<file path="config.mk">
export PLATFORM = sky130hd
export DESIGN_NAME = multicycle_control_flat
export DESIGN_NICKNAME = d
export VERILOG_FILES = /design/src/rtl/cpu_pkg.sv /design/src/rtl/multicycle_control_if.sv /design/src/rtl/alu_op_decode.sv /design/src/rtl/multicycle_control.sv /design/src/flat_wrapper.sv
export SDC_FILE = /design/constraint.sdc
export NUM_CORES = 1
export LEC_CHECK = 0
export BUFFER_PORTS_ARGS = -buffer_cell sky130_fd_sc_hd__buf_2
export CAP_MARGIN = 20
export CORE_MARGIN = 1
export CORE_UTILIZATION = 53
export CTS_BUF_LIST = sky130_fd_sc_hd__clkbuf_8
export DETAILED_ROUTE_END_ITERATION = 8
export PLACE_DENSITY = 0.83
export SLEW_MARGIN = 5
export SYNTH_ARGS = -nofsm -noshare
export SYNTH_HDL_FRONTEND = slang
export SYNTH_SLANG_ARGS = --single-unit
</file>
<file path="constraint.sdc">
create_clock -name clk -period 2.68 [get_ports clk]
set_input_delay 0.536 -clock clk [delete_from_list [all_inputs] [get_ports clk]]
set_output_delay 0.536 -clock clk [all_outputs]
set_load 0.005 [all_outputs]
</file>
<file path="src/rtl/cpu_pkg.sv">
//------------------------------------------------------------------------------
// cpu_pkg: opcode/func codes, FSM states and datapath mux encodings shared by
// the multicycle and single-cycle cores.        Rev 1.0
//------------------------------------------------------------------------------
`default_nettype none

package cpu_pkg;

  localparam int unsigned c_opBne = 0;
  localparam int unsigned c_opBeq = 1;
  localparam int unsigned c_opBgz = 2;
  localparam int unsigned c_opBlz = 3;
  localparam int unsigned c_opAdi = 4;
  localparam int unsigned c_opOri = 5;
  localparam int unsigned c_opLhi = 6;
  localparam int unsigned c_opLwd = 7;
  localparam int unsigned c_opSwd = 8;
  localparam int unsigned c_opJmp = 9;
  localparam int unsigned c_opJal = 10;
  localparam int unsigned c_opR   = 15;

  localparam int unsigned c_fnWwd = 28;
  localparam int unsigned c_fnJpr = 25;
  localparam int unsigned c_fnJrl = 26;
  localparam int unsigned c_fnHlt = 29;

  localparam int unsigned c_aluAdd = 0;
  localparam int unsigned c_aluOr  = 3;
  localparam int unsigned c_aluLhi = 8;
  localparam int unsigned c_aluBne = 9;
  localparam int unsigned c_aluBeq = 10;
  localparam int unsigned c_aluBgz = 11;
  localparam int unsigned c_aluBlz = 12;

  localparam logic [1:0] c_pcSrcPc1    = 2'd0;
  localparam logic [1:0] c_pcSrcBranch = 2'd1;
  localparam logic [1:0] c_pcSrcJump   = 2'd2;
  localparam logic [1:0] c_pcSrcReg    = 2'd3;

  localparam logic [1:0] c_regDstRt = 2'd0;
  localparam logic [1:0] c_regDstRd = 2'd1;
  localparam logic [1:0] c_regDstR2 = 2'd2;

  localparam logic [1:0] c_memToRegAlu = 2'd0;
  localparam logic [1:0] c_memToRegMdr = 2'd1;
  localparam logic [1:0] c_memToRegPc1 = 2'd2;

  typedef enum logic [2:0] {
    ST_IF   = 3'd0,
    ST_ID   = 3'd1,
    ST_EX   = 3'd2,
    ST_MEM  = 3'd3,
    ST_WB   = 3'd4,
    ST_HALT = 3'd5
  } state_t;

  typedef struct packed {
    logic       memRead;
    logic       memWrite;
    logic       iOrD;
    logic       irWrite;
    logic       pcWrite;
    logic [1:0] pcSrc;
    logic       regWrite;
    logic [1:0] regDst;
    logic [1:0] memToReg;
    logic       aluSrc;
    logic       openPort;
  } strobes_t;

endpackage

`default_nettype wire

</file>
<file path="src/rtl/multicycle_control_if.sv">
//------------------------------------------------------------------------------
// multicycle_control_if: instruction/handshake inputs and datapath strobes
// between the multicycle controller and its datapath.        Rev 1.0
//------------------------------------------------------------------------------
`default_nettype none

interface multicycle_control_if #(
  parameter int OP_W    = 4,
  parameter int FUNC_W  = 6,
  parameter int ALUOP_W = 4
);
  logic [OP_W-1:0]    opcode;
  logic [FUNC_W-1:0]  func;
  logic               mem_ready;
  logic               branch_taken;

  logic               mem_read;
  logic               mem_write;
  logic               i_or_d;
  logic               ir_write;
  logic               pc_write;
  logic [1:0]         pc_src;
  logic               reg_write;
  logic [1:0]         reg_dst;
  logic [1:0]         mem_to_reg;
  logic               alu_src;
  logic [ALUOP_W-1:0] alu_op;
  logic               open_port;

  modport master (
    input  opcode, func, mem_ready, branch_taken,
    output mem_read, mem_write, i_or_d, ir_write, pc_write, pc_src,
           reg_write, reg_dst, mem_to_reg, alu_src, alu_op, open_port
  );

  modport slave (
    output opcode, func, mem_ready, branch_taken,
    input  mem_read, mem_write, i_or_d, ir_write, pc_write, pc_src,
           reg_write, reg_dst, mem_to_reg, alu_src, alu_op, open_port
  );
endinterface

`default_nettype wire

</file>
<file path="src/rtl/alu_op_decode.sv">
//------------------------------------------------------------------------------
// alu_op_decode: combinational ALU operation / operand-B select table.
//                                                   Rev 1.0
//------------------------------------------------------------------------------
`default_nettype none

module alu_op_decode
  import cpu_pkg::*;
#(
  parameter int OP_W    = 4,
  parameter int FUNC_W  = 6,
  parameter int ALUOP_W = 4
) (
  input  wire logic [OP_W-1:0]    i_opcode,
  input  wire logic [FUNC_W-1:0]  i_func,
  output logic      [ALUOP_W-1:0] o_aluOp,
  output logic                    o_aluSrc
);

  logic [31:0] w_op;
  logic [31:0] w_fn;

  always_comb begin
    w_op     = 32'(i_opcode);
    w_fn     = 32'(i_func);
    o_aluOp  = '0;
    o_aluSrc = 1'b0;
    case (w_op)
      c_opR: begin
        // Only the low eight funcs are ALU ops; jumps/WWD/HLT leave the ALU at ADD.
        if (w_fn < 32'd8) o_aluOp = ALUOP_W'(w_fn);
      end
      c_opAdi, c_opLwd, c_opSwd: begin
        o_aluOp  = ALUOP_W'(c_aluAdd);
        o_aluSrc = 1'b1;
      end
      c_opOri: begin
        o_aluOp  = ALUOP_W'(c_aluOr);
        o_aluSrc = 1'b1;
      end
      c_opLhi: begin
        o_aluOp  = ALUOP_W'(c_aluLhi);
        o_aluSrc = 1'b1;
      end
      c_opBne: o_aluOp = ALUOP_W'(c_aluBne);
      c_opBeq: o_aluOp = ALUOP_W'(c_aluBeq);
      c_opBgz: o_aluOp = ALUOP_W'(c_aluBgz);
      c_opBlz: o_aluOp = ALUOP_W'(c_aluBlz);
      default: begin
        o_aluOp  = '0;
        o_aluSrc = 1'b0;
      end
    endcase
  end

endmodule

`default_nettype wire

</file>
<file path="src/rtl/multicycle_control.sv">
//------------------------------------------------------------------------------
// multicycle_control: IF/ID/EX/MEM/WB sequencer with memory-ready stalls, HLT
// and a retired-instruction counter.                Rev 1.0
//------------------------------------------------------------------------------
`default_nettype none

module multicycle_control
  import cpu_pkg::*;
#(
  parameter int OP_W    = 4,
  parameter int FUNC_W  = 6,
  parameter int ALUOP_W = 4,
  parameter int CNT_W   = 16
) (
  input  wire logic             clk,
  input  wire logic             reset,
  multicycle_control_if.master  bus,
  output logic                  halted,
  output logic [CNT_W-1:0]      num_inst
);

  state_t             r_state;
  state_t             w_next;
  logic [CNT_W-1:0]   r_numInst;
  logic               w_retire;
  strobes_t           w_str;
  logic [ALUOP_W-1:0] w_aluOp;
  logic [ALUOP_W-1:0] w_decAluOp;
  logic               w_decAluSrc;
  logic [31:0]        w_op;
  logic [31:0]        w_fn;
  logic               w_isR;
  logic               w_isRAlu;
  logic               w_isBranch;
  logic               w_isImm;
  logic               w_isMem;

  assign w_op       = 32'(bus.opcode);
  assign w_fn       = 32'(bus.func);
  assign w_isR      = (w_op == c_opR);
  assign w_isRAlu   = w_isR && (w_fn < 32'd8);
  assign w_isBranch = (w_op <= c_opBlz);
  assign w_isImm    = (w_op == c_opAdi) || (w_op == c_opOri) || (w_op == c_opLhi);
  assign w_isMem    = (w_op == c_opLwd) || (w_op == c_opSwd);

  alu_op_decode #(
    .OP_W    (OP_W),
    .FUNC_W  (FUNC_W),
    .ALUOP_W (ALUOP_W)
  ) u_aluOpDecode (
    .i_opcode (bus.opcode),
    .i_func   (bus.func),
    .o_aluOp  (w_decAluOp),
    .o_aluSrc (w_decAluSrc)
  );

  always_ff @(posedge clk) begin
    if (reset) begin
      r_state   <= ST_IF;
      r_numInst <= '0;
    end else begin
      r_state <= w_next;
      if (w_retire) r_numInst <= r_numInst + CNT_W'(1);
    end
  end

  always_comb begin
    w_next   = r_state;
    w_retire = 1'b0;
    w_str    = '0;
    w_aluOp  = '0;
    case (r_state)
      ST_IF: begin
        w_str.memRead = 1'b1;
        if (bus.mem_ready) begin
          w_str.irWrite = 1'b1;
          w_next        = ST_ID;
        end
      end
      ST_ID: begin
        if (w_isR && (w_fn == c_fnHlt)) begin
          w_retire = 1'b1;
          w_next   = ST_HALT;
        end else if (w_isRAlu || w_isBranch || w_isImm || w_isMem) begin
          w_next = ST_EX;
        end else begin
          // Jumps, WWD and unknown encodings all complete here.
          w_str.pcWrite = 1'b1;
          w_retire      = 1'b1;
          w_next        = ST_IF;
          if (w_isR && (w_fn == c_fnWwd)) w_str.openPort = 1'b1;
          if (w_isR && ((w_fn == c_fnJpr) || (w_fn == c_fnJrl))) w_str.pcSrc = c_pcSrcReg;
          if (!w_isR && ((w_op == c_opJmp) || (w_op == c_opJal))) w_str.pcSrc = c_pcSrcJump;
          if ((w_isR && (w_fn == c_fnJrl)) || (!w_isR && (w_op == c_opJal))) begin
            w_str.regWrite = 1'b1;
            w_str.regDst   = c_regDstR2;
            w_str.memToReg = c_memToRegPc1;
          end
        end
      end
      ST_EX: begin
        w_aluOp      = w_decAluOp;
        w_str.aluSrc = w_decAluSrc;
        if (w_isBranch) begin
          w_str.pcWrite = 1'b1;
          w_str.pcSrc   = bus.branch_taken ? c_pcSrcBranch : c_pcSrcPc1;
          w_retire      = 1'b1;
          w_next        = ST_IF;
        end else if (w_isMem) begin
          w_next = ST_MEM;
        end else begin
          w_next = ST_WB;
        end
      end
      ST_MEM: begin
        w_str.iOrD = 1'b1;
        if (w_op == c_opSwd) begin
          w_str.memWrite = 1'b1;
          if (bus.mem_ready) begin
            w_str.pcWrite = 1'b1;
            w_retire      = 1'b1;
            w_next        = ST_IF;
          end
        end else begin
          w_str.memRead = 1'b1;
          if (bus.mem_ready) w_next = ST_WB;
        end
      end
      ST_WB: begin
        w_str.regWrite = 1'b1;
        w_str.pcWrite  = 1'b1;
        w_str.regDst   = w_isR ? c_regDstRd : c_regDstRt;
        w_str.memToReg = (w_op == c_opLwd) ? c_memToRegMdr : c_memToRegAlu;
        w_retire       = 1'b1;
        w_next         = ST_IF;
      end
      ST_HALT: w_next = ST_HALT;
      default: w_next = ST_IF;
    endcase
    // Reset silences the datapath in the same cycle, even mid-access.
    if (reset) begin
      w_str   = '0;
      w_aluOp = '0;
    end
  end

  assign bus.mem_read   = w_str.memRead;
  assign bus.mem_write  = w_str.memWrite;
  assign bus.i_or_d     = w_str.iOrD;
  assign bus.ir_write   = w_str.irWrite;
  assign bus.pc_write   = w_str.pcWrite;
  assign bus.pc_src     = w_str.pcSrc;
  assign bus.reg_write  = w_str.regWrite;
  assign bus.reg_dst    = w_str.regDst;
  assign bus.mem_to_reg = w_str.memToReg;
  assign bus.alu_src    = w_str.aluSrc;
  assign bus.alu_op     = w_aluOp;
  assign bus.open_port  = w_str.openPort;

  assign halted   = !reset && (r_state == ST_HALT);
  assign num_inst = reset ? '0 : r_numInst;

endmodule

`default_nettype wire
</file>
<file path="src/flat_wrapper.sv">
// flat-port wrapper written by rule: the top's interface ports become plain ports
module multicycle_control_flat import cpu_pkg::*;
#(
  parameter int OP_W    = 4,
  parameter int FUNC_W  = 6,
  parameter int ALUOP_W = 4,
  parameter int CNT_W   = 16
)
  (clk, reset, halted, num_inst, bus_opcode, bus_func, bus_mem_ready, bus_branch_taken, bus_mem_read, bus_mem_write, bus_i_or_d, bus_ir_write, bus_pc_write, bus_pc_src, bus_reg_write, bus_reg_dst, bus_mem_to_reg, bus_alu_src, bus_alu_op, bus_open_port);
  multicycle_control_if #(.OP_W(OP_W), .FUNC_W(FUNC_W), .ALUOP_W(ALUOP_W)) bus_i ();
  input  wire logic clk;
  input  wire logic reset;
  output logic halted;
  output logic [CNT_W-1:0] num_inst;
  input wire logic [$bits(bus_i.opcode)-1:0] bus_opcode;
  input wire logic [$bits(bus_i.func)-1:0] bus_func;
  input wire logic [$bits(bus_i.mem_ready)-1:0] bus_mem_ready;
  input wire logic [$bits(bus_i.branch_taken)-1:0] bus_branch_taken;
  output wire logic [$bits(bus_i.mem_read)-1:0] bus_mem_read;
  output wire logic [$bits(bus_i.mem_write)-1:0] bus_mem_write;
  output wire logic [$bits(bus_i.i_or_d)-1:0] bus_i_or_d;
  output wire logic [$bits(bus_i.ir_write)-1:0] bus_ir_write;
  output wire logic [$bits(bus_i.pc_write)-1:0] bus_pc_write;
  output wire logic [$bits(bus_i.pc_src)-1:0] bus_pc_src;
  output wire logic [$bits(bus_i.reg_write)-1:0] bus_reg_write;
  output wire logic [$bits(bus_i.reg_dst)-1:0] bus_reg_dst;
  output wire logic [$bits(bus_i.mem_to_reg)-1:0] bus_mem_to_reg;
  output wire logic [$bits(bus_i.alu_src)-1:0] bus_alu_src;
  output wire logic [$bits(bus_i.alu_op)-1:0] bus_alu_op;
  output wire logic [$bits(bus_i.open_port)-1:0] bus_open_port;
  assign bus_i.opcode = bus_opcode;
  assign bus_i.func = bus_func;
  assign bus_i.mem_ready = bus_mem_ready;
  assign bus_i.branch_taken = bus_branch_taken;
  assign bus_mem_read = bus_i.mem_read;
  assign bus_mem_write = bus_i.mem_write;
  assign bus_i_or_d = bus_i.i_or_d;
  assign bus_ir_write = bus_i.ir_write;
  assign bus_pc_write = bus_i.pc_write;
  assign bus_pc_src = bus_i.pc_src;
  assign bus_reg_write = bus_i.reg_write;
  assign bus_reg_dst = bus_i.reg_dst;
  assign bus_mem_to_reg = bus_i.mem_to_reg;
  assign bus_alu_src = bus_i.alu_src;
  assign bus_alu_op = bus_i.alu_op;
  assign bus_open_port = bus_i.open_port;
  multicycle_control #(.OP_W(OP_W), .FUNC_W(FUNC_W), .ALUOP_W(ALUOP_W), .CNT_W(CNT_W)) u_core (.clk(clk), .reset(reset), .bus(bus_i), .halted(halted), .num_inst(num_inst));
endmodule
</file>
==> run summary <==
- run status: finished, violations left
- violations in the final reports: negative setup slack
- crit-path max cell delay: 0.58 ns
- cell taking the most area after synthesis: sky130_fd_sc_hd__dfxtp_1
- detailed-router iteration count before antenna repair: 5
- clock tree root buffer cell: sky130_fd_sc_hd__clkbuf_8
- area of the placeable core: 2730 sq um
- layout overhead on the synthesized area: 29.7%
- H-tree levels: 1
- I/O pin count: 49
- startpoint class of the critical path: input port
- final design instance area without fill: 1980 sq um
- share of synthesized area occupied by flip-flops and latches: 24.9%
- shortest period the worst path allows: 2.68 ns
- Num CTS Buffers: 3
- fraction of registers with async set/reset: 0%
- tightest hold margin: 0.486 ns
- detailed placement HPWL: 2830 um
- final routed wire length divided by cell count: 14.1 um
- critical-path cell with the highest stage delay: sky130_fd_sc_hd__or4b_4
- Net Sw Frac: 29.3%
- reported leakage power: 0.849 nW
- IO Port Bufs: 48
- critical-path maximum fanout: 5
- Slew Limit Headroom: 65.9%
- net switching component of the power: 0.188 mW
- main flop type after synthesis: sky130_fd_sc_hd__dfxtp_1
- antenna fix cells: 0
- routed wire length: 4170 um
- data required time at the worst endpoint: 2.14 ns
- # hold bufs at CTS: 0
- area post-placement: 1840 sq um
- routability-driven placement congestion ratio: 0.929
- number of maximum-capacitance violations: 0
- Pwr Density: 323 nW/um^2
- clk sink count: 19
- number of global-route vias before repair: 1441
- width of the chip: 55.7 um
- Overall Global Routing Usage: 24.7%
- clock transition at the registers of the reported paths: 0.07 ns
- Post-Place Worst Slack: -0.0447 ns
- internal power: 0.454 mW
- final clock period utilization by the worst path: 100%
- worst vdd ir: 0.539 mV
- flip-flop and latch count after synthesis: 19
- post-synth net total: 225
- critical-path cell list: buf_6 > nand4_1 > or4b_4 > nor4b_4 > a41oi_2 > o41ai_2 > buf_2
- height of the chip: 55.7 um
- share of final-layout standard cells stronger than drive strength 1: 32.1%
- count of vias placed by the detailed router: 1774
- post-layout util: 72.6%
- Setup Viol. Count Final: 1
- Register-to-Register Setup Slack: 0.26 ns
- kind of end point of the critical path: output pin
- count of warnings emitted by yosys: 0
- remaining number of nets flagged by the antenna check after routing: 0
- source-to-sink clock delay at the later pin of the worst-skew pair: 0.26 ns
- Synth top area share: 24.9%
- Fin Clk Skew: 0.00379 ns
- Initial Util: 56.0%
- cell area after technology mapping: 1530 sq um
- NumNets Final: 281
- path type of the worst min-delay path: flop to flop
- EDFF count, synth: 0
- Max Transition Viols Final: 0
- worst setup path category: input port to output pin
- arrival time at the worst endpoint: 2.15 ns
- buffers from clock root to sink, at most: 2
- synth unique cells: 48
- number of design rule violations left after detail routing: 0
- final hold viol count: 0
- vias per std cell: 5.99
- synthesized instance count: 210
- global-route wire length before repair: 6250 um
- total design power: 0.642 mW
- largest net degree at the start of global routing: 33
- unrepaired setup endpoints after global routing: true
- fraction of power consumed by the clock network: 32.0%
- average size of a mapped cell: 7.29 sq um
- initial antenna violation count: 0
- cell types occupying the most area after synthesis: sky130_fd_sc_hd__dfxtp_1 25%, sky130_fd_sc_hd__nor2b_1 7.4%, sky130_fd_sc_hd__nor2_1 5.9%, sky130_fd_sc_hd__a21oi_1 4.9%, sky130_fd_sc_hd__or4_1 4.4%
- crit path setup slack, layout: -0.00148 ns
- number of DRC violations after detailed-routing iteration 0: 122
- Die Area: 3110 sq um
- power share of the combinational group: 21.8%
- clock tree from TritonCTS: done
- grt total ovfl: 0
- fmax: 373 MHz
- Site Rows: 19
- part of the power in registers: 46.2%
- actual transition at the worst max-transition pin: 0.512 ns
[cell type report]
type,instances,area [sq um]
sequential,19,380
clock inverter,1,7.51
fill,227,749
timing repair buffer,66,417
tap,31,38.8
multi-input combinational,170,1080
inverter,6,22.5
clock buffer,3,41.3
[cell usage in the layout, fill, tap and decap left out, types with 3 or more instances in the layout]
cell                        n
sky130_fd_sc_hd__o31ai_1    6
sky130_fd_sc_hd__nand3_1    8
sky130_fd_sc_hd__nor2b_1   18
sky130_fd_sc_hd__nand2b_1   7
sky130_fd_sc_hd__nand2_1   16
sky130_fd_sc_hd__nand4_1    3
sky130_fd_sc_hd__or4_1      9
sky130_fd_sc_hd__buf_4     17
sky130_fd_sc_hd__nor2_1    24
sky130_fd_sc_hd__buf_6      3
sky130_fd_sc_hd__a21oi_1   15
sky130_fd_sc_hd__nor3_1     7
sky130_fd_sc_hd__dfxtp_1   19
sky130_fd_sc_hd__inv_1      6
sky130_fd_sc_hd__clkbuf_8   3
sky130_fd_sc_hd__or3_1      5
sky130_fd_sc_hd__or2_2      3
sky130_fd_sc_hd__o21ai_0   11
sky130_fd_sc_hd__buf_2     44
[per-layer routing]
| metal | vias up | routed length, um | track usage (%) |
|---|---|---|---|
| met4 | 0 | 89 | 6.79 |
| met1 | 826 | 1840 | 32.1 |
| met2 | 58 | 2030 | 41.5 |
| met5 | - | 0 | 0 |
| li1 | 882 | - | - |
| met3 | 8 | 213 | 5.12 |
[state kept, by name (all words and copies together), names as in the netlist]
signal / cells
u_core.r_numInst: 16
u_core.r_state: 3
[Yosys cell counts (3+ instances only)]
cell / number
sky130_fd_sc_hd__nor2_1: 24
sky130_fd_sc_hd__buf_6: 3
sky130_fd_sc_hd__inv_1: 6
sky130_fd_sc_hd__dfxtp_1: 19
sky130_fd_sc_hd__o21ai_0: 11
sky130_fd_sc_hd__or4_1: 9
sky130_fd_sc_hd__or3_1: 5
sky130_fd_sc_hd__nand4_1: 3
sky130_fd_sc_hd__a21oi_1: 15
sky130_fd_sc_hd__nor2b_1: 18
sky130_fd_sc_hd__o31ai_1: 6
sky130_fd_sc_hd__nor4_1: 3
sky130_fd_sc_hd__nand2_1: 16
sky130_fd_sc_hd__or2_2: 3
sky130_fd_sc_hd__buf_4: 3
sky130_fd_sc_hd__nor3_1: 7
sky130_fd_sc_hd__nand3_1: 8
sky130_fd_sc_hd__clkbuf_1: 7
sky130_fd_sc_hd__nand2b_1: 7
[power by group through the flow]
stage / logic (mW) / clock network (mW) / registers, mW
3_3_place_gp: 0.119 / 0 / 0.303
3_5_place_dp: 0.121 / 0 / 0.303
4_1_cts: 0.122 / 0.210 / 0.296
2_1_floorplan: 0.0852 / 0 / 0.296
5_1_grt: 0.153 / 0.223 / 0.298
6_report: 0.140 / 0.205 / 0.297
[final timing paths]
kind / startpoint / to / cells after the start
max: bus_opcode[2] / bus_reg_write / 7
min: u_core.r_numInst[15] / u_core.r_numInst[15] / 2
max reg2reg: u_core.r_state[2] / u_core.r_numInst[11] / 6
min reg2reg: u_core.r_numInst[15] / u_core.r_numInst[15] / 2
[through the flow]
step,cells,TNS [ns]
3_5_place_dp,289,-0.110
2_1_floorplan,210,0
6_report,296,-0.00148
4_1_cts,293,0
3_3_place_gp,289,-0.000204
5_1_grt,296,-0.0605
[worst max-delay path: cells and delay by family]
family,cells,cell delay (ns)
buf+inv,2,0.25
simple gates,3,1.00
compound gates,2,0.37
[repair_timing]
action                                  CTS  global route
gates resized for setup                   1            16
setup buffers                             0             2
pin swaps                                 0             4
endpoints found under the setup margin    1             7
[logic make-up (layout without fill, tap and decap cells)]
| kind of cell | after synthesis | after routing | share of synthesized area (%) |
|---|---|---|---|
| xor+xnor | 2 | 2 | 1.14 |
| compound gates | 49 | 49 | 20.9 |
| buf+inv | 21 | 76 | 7.36 |
| fa+ha+maj | 1 | 1 | 0.818 |
| simple gates | 115 | 115 | 42.8 |
| flops | 19 | 19 | 24.9 |
| mux | 3 | 3 | 2.13 |
No activity file was read; power rests on OpenSTA's default activity.
